===== src/rtl/segre_id_scoreboard.sv =====
// ID-stage hazard scoreboard.
// Tracks the instructions that have left ID (entry 0 = EX, 1 = MEM, 2 = WB, ...). For every
// source operand of the instruction in ID it picks a bypass source, or it stalls ID when the
// youngest in-flight producer of that register cannot forward its result yet.
//
// Ports:
//   clk_i            clock, all state updates on the rising edge
//   rst_i            synchronous active-high reset, clears all entries and the stall counter
//   id_valid_i       ID holds a valid instruction
//   id_rf_we_i       ID instruction writes the register file
//   id_waddr_i       ID destination register
//   id_prod_stage_i  first entry index at which the ID result can be forwarded
//   id_raddr_i       source register per operand, operand n at [n*REG_SIZE +: REG_SIZE]
//   id_rd_i          operand n is actually read
//   hold_i           downstream freeze, entries do not advance
//   flush_i          per-entry kill mask
//   stall_o          ID must not issue this cycle
//   issue_o          ID instruction accepted this cycle
//   bypass_sel_o     per operand: 0 = register file, k+1 = forward from entry k
//   stall_cnt_o      saturating count of cycles with stall_o high
module segre_id_scoreboard #(
  parameter int unsigned NUM_STAGES = 3,
  parameter int unsigned NUM_SRC    = 2,
  parameter int unsigned REG_SIZE   = 5,
  parameter int unsigned SEL_W      = $clog2(NUM_STAGES + 1)
) (
  input  logic                        clk_i,
  input  logic                        rst_i,
  input  logic                        id_valid_i,
  input  logic                        id_rf_we_i,
  input  logic [REG_SIZE-1:0]         id_waddr_i,
  input  logic [SEL_W-1:0]            id_prod_stage_i,
  input  logic [NUM_SRC*REG_SIZE-1:0] id_raddr_i,
  input  logic [NUM_SRC-1:0]          id_rd_i,
  input  logic                        hold_i,
  input  logic [NUM_STAGES-1:0]       flush_i,
  output logic                        stall_o,
  output logic                        issue_o,
  output logic [NUM_SRC*SEL_W-1:0]    bypass_sel_o,
  output logic [31:0]                 stall_cnt_o
);

  logic [NUM_STAGES-1:0]                valid_q, valid_d, valid_live;
  logic [NUM_STAGES-1:0]                we_q, we_d;
  logic [NUM_STAGES-1:0][REG_SIZE-1:0]  waddr_q, waddr_d;
  logic [NUM_STAGES-1:0][SEL_W-1:0]     prod_q, prod_d;
  logic [31:0]                          stall_cnt_q, stall_cnt_d;

  logic [NUM_SRC-1:0]                   src_stall;
  logic [NUM_SRC-1:0][SEL_W-1:0]        sel;

  // Hazard lookup: scan from the youngest entry, only the first hit decides the operand.
  // Flush does not mask the lookup in the same cycle; it only kills the stored entry.
  always_comb begin
    logic                hit;
    logic [REG_SIZE-1:0] raddr;
    src_stall = '0;
    sel       = '0;
    for (int n = 0; n < int'(NUM_SRC); n++) begin
      hit   = 1'b0;
      raddr = id_raddr_i[n*REG_SIZE +: REG_SIZE];
      for (int k = 0; k < int'(NUM_STAGES); k++) begin
        if (!hit && id_rd_i[n] && valid_q[k] && we_q[k] && (waddr_q[k] == raddr) &&
            (raddr != '0)) begin
          hit = 1'b1;
          if (SEL_W'(k) >= prod_q[k]) begin
            sel[n] = SEL_W'(k + 1);
          end else begin
            src_stall[n] = 1'b1;
          end
        end
      end
    end
  end

  assign stall_o      = id_valid_i & (|src_stall);
  assign issue_o      = id_valid_i & ~stall_o & ~hold_i;
  assign bypass_sel_o = sel;
  assign stall_cnt_o  = stall_cnt_q;

  assign valid_live = valid_q & ~flush_i;

  always_comb begin
    valid_d = valid_live;
    we_d    = we_q;
    waddr_d = waddr_q;
    prod_d  = prod_q;
    if (!hold_i) begin
      for (int k = 1; k < int'(NUM_STAGES); k++) begin
        valid_d[k] = valid_live[k-1];
        we_d[k]    = we_q[k-1];
        waddr_d[k] = waddr_q[k-1];
        prod_d[k]  = prod_q[k-1];
      end
      // A non-issuing ID turns into a bubble; payload fields are don't-care then.
      valid_d[0] = issue_o;
      we_d[0]    = id_rf_we_i;
      waddr_d[0] = id_waddr_i;
      prod_d[0]  = id_prod_stage_i;
    end
  end

  always_comb begin
    stall_cnt_d = stall_cnt_q;
    if (stall_o && (stall_cnt_q != 32'hFFFF_FFFF)) begin
      stall_cnt_d = stall_cnt_q + 32'd1;
    end
  end

  always_ff @(posedge clk_i) begin
    if (rst_i) begin
      valid_q     <= '0;
      we_q        <= '0;
      waddr_q     <= '0;
      prod_q      <= '0;
      stall_cnt_q <= '0;
    end else begin
      valid_q     <= valid_d;
      we_q        <= we_d;
      waddr_q     <= waddr_d;
      prod_q      <= prod_d;
      stall_cnt_q <= stall_cnt_d;
    end
  end

endmodule


===== config.mk =====
export PLATFORM = sky130hd
export DESIGN_NAME = segre_id_scoreboard
export DESIGN_NICKNAME = d
export VERILOG_FILES = /design/src/rtl/segre_id_scoreboard.sv
export SDC_FILE = /design/constraint.sdc
export NUM_CORES = 1
export LEC_CHECK = 0
export CAP_MARGIN = 20
export CORE_MARGIN = 2
export CORE_UTILIZATION = 43
export CTS_BUF_LIST = sky130_fd_sc_hd__clkbuf_8
export DETAILED_ROUTE_END_ITERATION = 12
export PLACE_DENSITY = 0.73
export SETUP_SLACK_MARGIN = 0.05
export SLEW_MARGIN = 20
export SYNTH_ARGS = -nofsm -noshare
export SYNTH_HDL_FRONTEND = slang
export SYNTH_SLANG_ARGS = --single-unit

===== constraint.sdc =====
create_clock -name clk_i -period 3.1 [get_ports clk_i]
set_input_delay 0.62 -clock clk_i [delete_from_list [all_inputs] [get_ports clk_i]]
set_output_delay 0.62 -clock clk_i [all_outputs]
set_load 0.05 [all_outputs]

* After elaboration in Yosys (flattened, before gate mapping)
Cells that the tools add are included.
** Word-level totals
- Register bits :: 59
- Input port bits :: 27
- Logic and storage cells :: 90
** Operators by class
- Add/subtract/negate cells :: 1
- Magnitude comparators :: 3
- Equality and inequality tests :: 7
- Multiplexer cells :: 27
- Bitwise gates (word level) :: 7
- Reductions and logical operators :: 36
** Operator list (number)
- 32-bit by 1-bit adder with 32-bit output, second input constant :: 1
- 32-bit != test, second input constant :: 1
- 5-bit == test :: 6
- 1-bit logical AND :: 29
- 2-bit 2-to-1 mux :: 9
- 1-bit 2-to-1 mux :: 17
- 5-bit nonzero test :: 2
- 1-bit by 2-bit >= comparator with 1-bit output, first input constant :: 2
- 1-bit zero test :: 4
- 1-bit bitwise AND :: 3
- 3-bit bitwise AND :: 1
- 3-bit 2-to-1 mux :: 1
- 3-bit NOT :: 1
- 2-bit >= comparator, first input constant :: 1
- 1-bit NOT :: 2
- 2-bit OR reduction :: 1

* Longest topological paths before layout
- Word-level depth :: 25
- Depth in mapped cells :: 10
- Depth with buffers taken out :: 8

* Worst setup path after synthesis
OpenSTA, ideal clock, no wires.
- Path kind :: in2out
- Start point :: input port id_raddr_i[0]
- End point :: output port issue_o
- Arrival :: 3.061 ns
- Required time :: 2.480 ns
- Slack :: -0.581 ns
- Stages on the path :: 7
- Buffers on the path :: 0
- Path through :: or4_1 > o21ai_0 > a21oi_1 > nor4b_1 > o21bai_1 > nand3_1 > nor3_1
** Between the ends
- Cells in the longest elaborated chain, start to end :: 23
** RTL lines
- start, declared :: RTL line 33 : input logic [NUM_SRC*REG_SIZE-1:0] id_raddr_i,
- 5-bit == test :: RTL line 63 : if (!hit && id_rd_i[n] && valid_q[k] && we_q[k] && (waddr_q[k] == raddr) &&
- 1-bit logical AND (2 in a row) :: RTL line 63
- 1-bit 2-to-1 mux :: RTL line 63
- 1-bit zero test :: RTL line 63
- 1-bit logical AND (5 in a row) :: RTL line 63
- 1-bit 2-to-1 mux :: RTL line 63
- 1-bit zero test :: RTL line 63
- 1-bit logical AND (5 in a row) :: RTL line 63
- 1-bit 2-to-1 mux (*) :: RTL line 63
- 2-bit OR reduction (*) :: RTL line 76 : assign stall_o = id_valid_i & (|src_stall);
- 1-bit bitwise AND (*) :: RTL line 76
- 1-bit NOT (*) :: RTL line 77 : assign issue_o = id_valid_i & ~stall_o & ~hold_i;
- 1-bit bitwise AND (*) (2 in a row) :: RTL line 77
- end, declared :: RTL line 38 : output logic issue_o,
Mark *: on every way between the ends. The rest lies on a longest branch, timed or not.

* Worst setup path in the final report
- Start point :: input port id_raddr_i[9]
- End point :: output port stall_o
** Between the ends
- Cells in the longest elaborated chain, start to end :: 20
** RTL lines
- 5-bit == test :: RTL line 63
- 1-bit logical AND (2 in a row) :: RTL line 63
- 1-bit 2-to-1 mux :: RTL line 63
- 1-bit zero test :: RTL line 63
- 1-bit logical AND (5 in a row) :: RTL line 63
- 1-bit 2-to-1 mux :: RTL line 63
- 1-bit zero test :: RTL line 63
- 1-bit logical AND (5 in a row) :: RTL line 63
- 1-bit 2-to-1 mux (*) :: RTL line 63
- 2-bit OR reduction (*) :: RTL line 76
- 1-bit bitwise AND (*) :: RTL line 76
- end, declared :: RTL line 37 : output logic stall_o,
Marks and branches as above.

==> run_results.csv <==
group,metric,value,unit
status,status,"completed",
setup_path,cp.arrival,2.40,ns
power_and_ir_drop,intPower,1310,µW
sta,worst_pin_slew,0.868,ns
sta,drv_slew,0,
sta,skew,0.00829,ns
sta,hold_slack,0.494,ns
floorplanning,core_area,7140,µm²
clocking,cts_buffers,9,
min_path,min_path_type,"register to register",
synth,seq_area_frac_synth,37.8,%
synth,syn_nets,395,
sta,tns,0,ns
floorplanning,die_h,89.2,µm
floorplanning,start_util,43.8,%
grt,first_global_vias,2752,
route,drt-pass1-iter-count,4,
final_layout,fill_cells,607,
power_and_ir_drop,p_seq_share,46.0,%
synth,synth_edf_count,0,
grt,grt_pass1_wl,12700,µm
sta,rsz0062_at_grt,"yes",
setup_path,cp_cell_sequence,"buf_8, or4_4, nor2_4, nor3_2, nand3b_1, a21bo_2, buf_6, a31oi_4, buf_12",
sta,max-slew-margin-rel,42.2,%
final_layout,layout-drive-gt1-share,20.6,%
setup_path,critPathLaunchType,"input port",
setup_path,max_stage_delay,0.56,ns
power_and_ir_drop,swShare,23.7,%
route,vias,2976,
synth,syn_area,3120,µm²
setup_path,cp_max_fo,4,
floorplanning,rows,31,
synth,postSynthCellCount,367,
synth,synth.avg_cell_area,8.51,µm²
placement,dp_hpwl,5640,µm
power_and_ir_drop,p_leak,0.00162,µW
clocking,cts_hold_buf,0,
grt,antenna_found_initial,0,
route,drc,0,
route,viasPerCell,5.31,
power_and_ir_drop,pwr-share-clk,44.6,%
clocking,htreeDepth,3,
setup_path,crit_required,2.48,ns
placement,place_congestion,0.920,
clocking,clockRootBuffer,"clkbuf_8",
setup_path,worst_setup_path_end_kind,"output pin",
sta,worst_slack,0.0789,ns
sta,fin_crit_sh,97.5,%
power_and_ir_drop,p_switching,405,µW
sta,max_freq,0.331,GHz
power_and_ir_drop,ir_drop,229,µV
final_layout,n_antenna_cell,0,
sta,hold_violations,0,
route,first_iter_violations,122,
placement,post-place-ws,-0.515,ns
clocking,clk_latency,0.34,ns
final_layout,layout.nets,484,
sta,fin_crit,3.02,ns
clocking,clockBufferDepth,2,
route,drt_wl_total,7940,µm
floorplanning,ios,65,
grt,track_usage,20.4,%
power_and_ir_drop,p_per_area,384,nW/µm²
placement,io_buffers,64,
synth,synth.distinct_cells,47,
synth,yosysWarnings,0,
route,wl_per_cell,14.2,µm
sta,setup_viol,0,
synth,synth_flop_cell,"dfxtp_1",
setup_path,crit_type,"input port to output pin",
final_layout,syn_to_final_growth,42.7,%
clocking,cts_tree,"done",
floorplanning,dieArea,7960,µm²
power_and_ir_drop,combPwrFrac,9.4,%
grt,overflow,0,
flow_run,drv_cap,0,
clocking,cts.sinks,59,
clocking,clk_pin_slew,0.07,ns
setup_path,cp_slowest_cell,"or4_4",
route,ant_nets,0,
synth,async_flop_share,0,%
synth,ys_ff_latch,59,
grt,grt_max_degree,50,
floorplanning,die_width,89.2,µm
## synthesized netlist by cell type, drive strengths merged, types with 6 or more instances
cell type / instances / area (µm²)
nand4: 11 / 68.8
nor2: 39 / 154
nand2: 21 / 78.8
dfxtp: 59 / 1180
clkbuf: 12 / 45.0
or3: 22 / 138
and3: 7 / 43.8
o21ai: 23 / 115
a21oi: 26 / 130
inv: 6 / 22.5
nor3: 7 / 40.0
nand3: 20 / 100
mux2i: 26 / 260
mux2: 6 / 67.6
xnor2: 24 / 210
xor2: 7 / 61.3
## critical path, delay by kind of cell
| family | cells | cell delay (ns) |
|---|---|---|
| AO/OA/AOI/OAI | 2 | 0.45 |
| buffers and inverters | 3 | 0.38 |
| AND/OR/NAND/NOR | 4 | 0.94 |
## final timing paths
kind	slack, ns	end	depth (start not counted)	from
min reg2reg	0.49	valid_q[1]	2	valid_q[1]
max reg2reg	0.31	stall_cnt_o[19]	11	waddr_q[6]
max	0.08	stall_o	9	id_raddr_i[9]
min	0.49	valid_q[1]	2	valid_q[1]
## power groups by stage
stage               sequential, µW  clock [µW]  combinational [µW]
CTS                            786         771                 155
finish                         787         763                 160
global route                   788         810                 173
global placement               802           0                 146
detailed placement             803           0                 148
floorplan                      798           0                80.4
## cell type report
cell class	count	area (µm²)	area share (%)
Multi-Input combinational cell	285	1970	44.3
Inverter	6	22.5	0.505
Clock buffer	9	124	2.78
Timing Repair Buffer	95	940	21.1
Sequential cell	59	1180	26.5
Tap cell	99	124	2.78
Clock inverter	7	92.6	2.08
## state kept, by name (all words and copies together) (netlist names)
signal,flops
stall_cnt_o,32
prod_q,6
valid_q,3
we_q,3
waddr_q,15
## logic make-up (layout without fill, tap and decap cells)
family / count (synthesis) / count (layout) / share of synthesized area (%)
and+or+nand+nor: 159 / 159 / 27.4
AOI/OAI and AO/OA: 62 / 62 / 11.7
DFF: 59 / 59 / 37.8
muxes: 32 / 32 / 10.5
xor gates and xnor gates: 31 / 31 / 8.69
buffers and inverters: 23 / 117 / 3.52
adders and majority gates: 1 / 1 / 0.400
## per-stage QoR
step                      area [µm²]  std cells  util [%]  power [µW]
after floorplan                 3150        367         -         878
after global placement          4070        538      57.1         948
after detailed placement        4070        538      57.1         951
after CTS                       4400        559      61.7        1710
after global routing            4460        560      62.4        1770
final                           4460        560      62.4        1710
## what timing repair did
item	in CTS	in global routing
pin swaps	13	7
buffers inserted	5	1
endpoints found under the setup margin	35	28
resized for setup	60	9
## cell usage in the layout, fill, tap and decap left out, drive strengths merged, types with 3 or more instances in the layout
master         Yosys  layout
dfxtp             59      59
xor2               7       7
and3               7       7
o31ai              4       4
and4               3       3
nand2             21      21
nor3               7       7
or3               22      22
clkinvlp           0       3
xnor2             24      24
and2               5       5
mux2               6       6
inv                6       6
a21oi             26      26
clkbuf            12       9
nand3             20      20
or4                4       4
nor2              39      39
clkdlybuf4s50      0      46
nand4             11      11
buf                5      47
nor4               5       5
nor2b              5       5
mux2i             26      26
o21ai             23      23
## metal layers
layer  GRT usage [%]  vias to the layer above  wire, µm
li1                -                     1497         -
met1            28.6                     1392      3810
met5               0                        -         0
met2            31.2                       71      3650
met3            3.79                       16       296
met4            7.73                        0       179
Note: power is estimated with default switching activity, not from simulation.
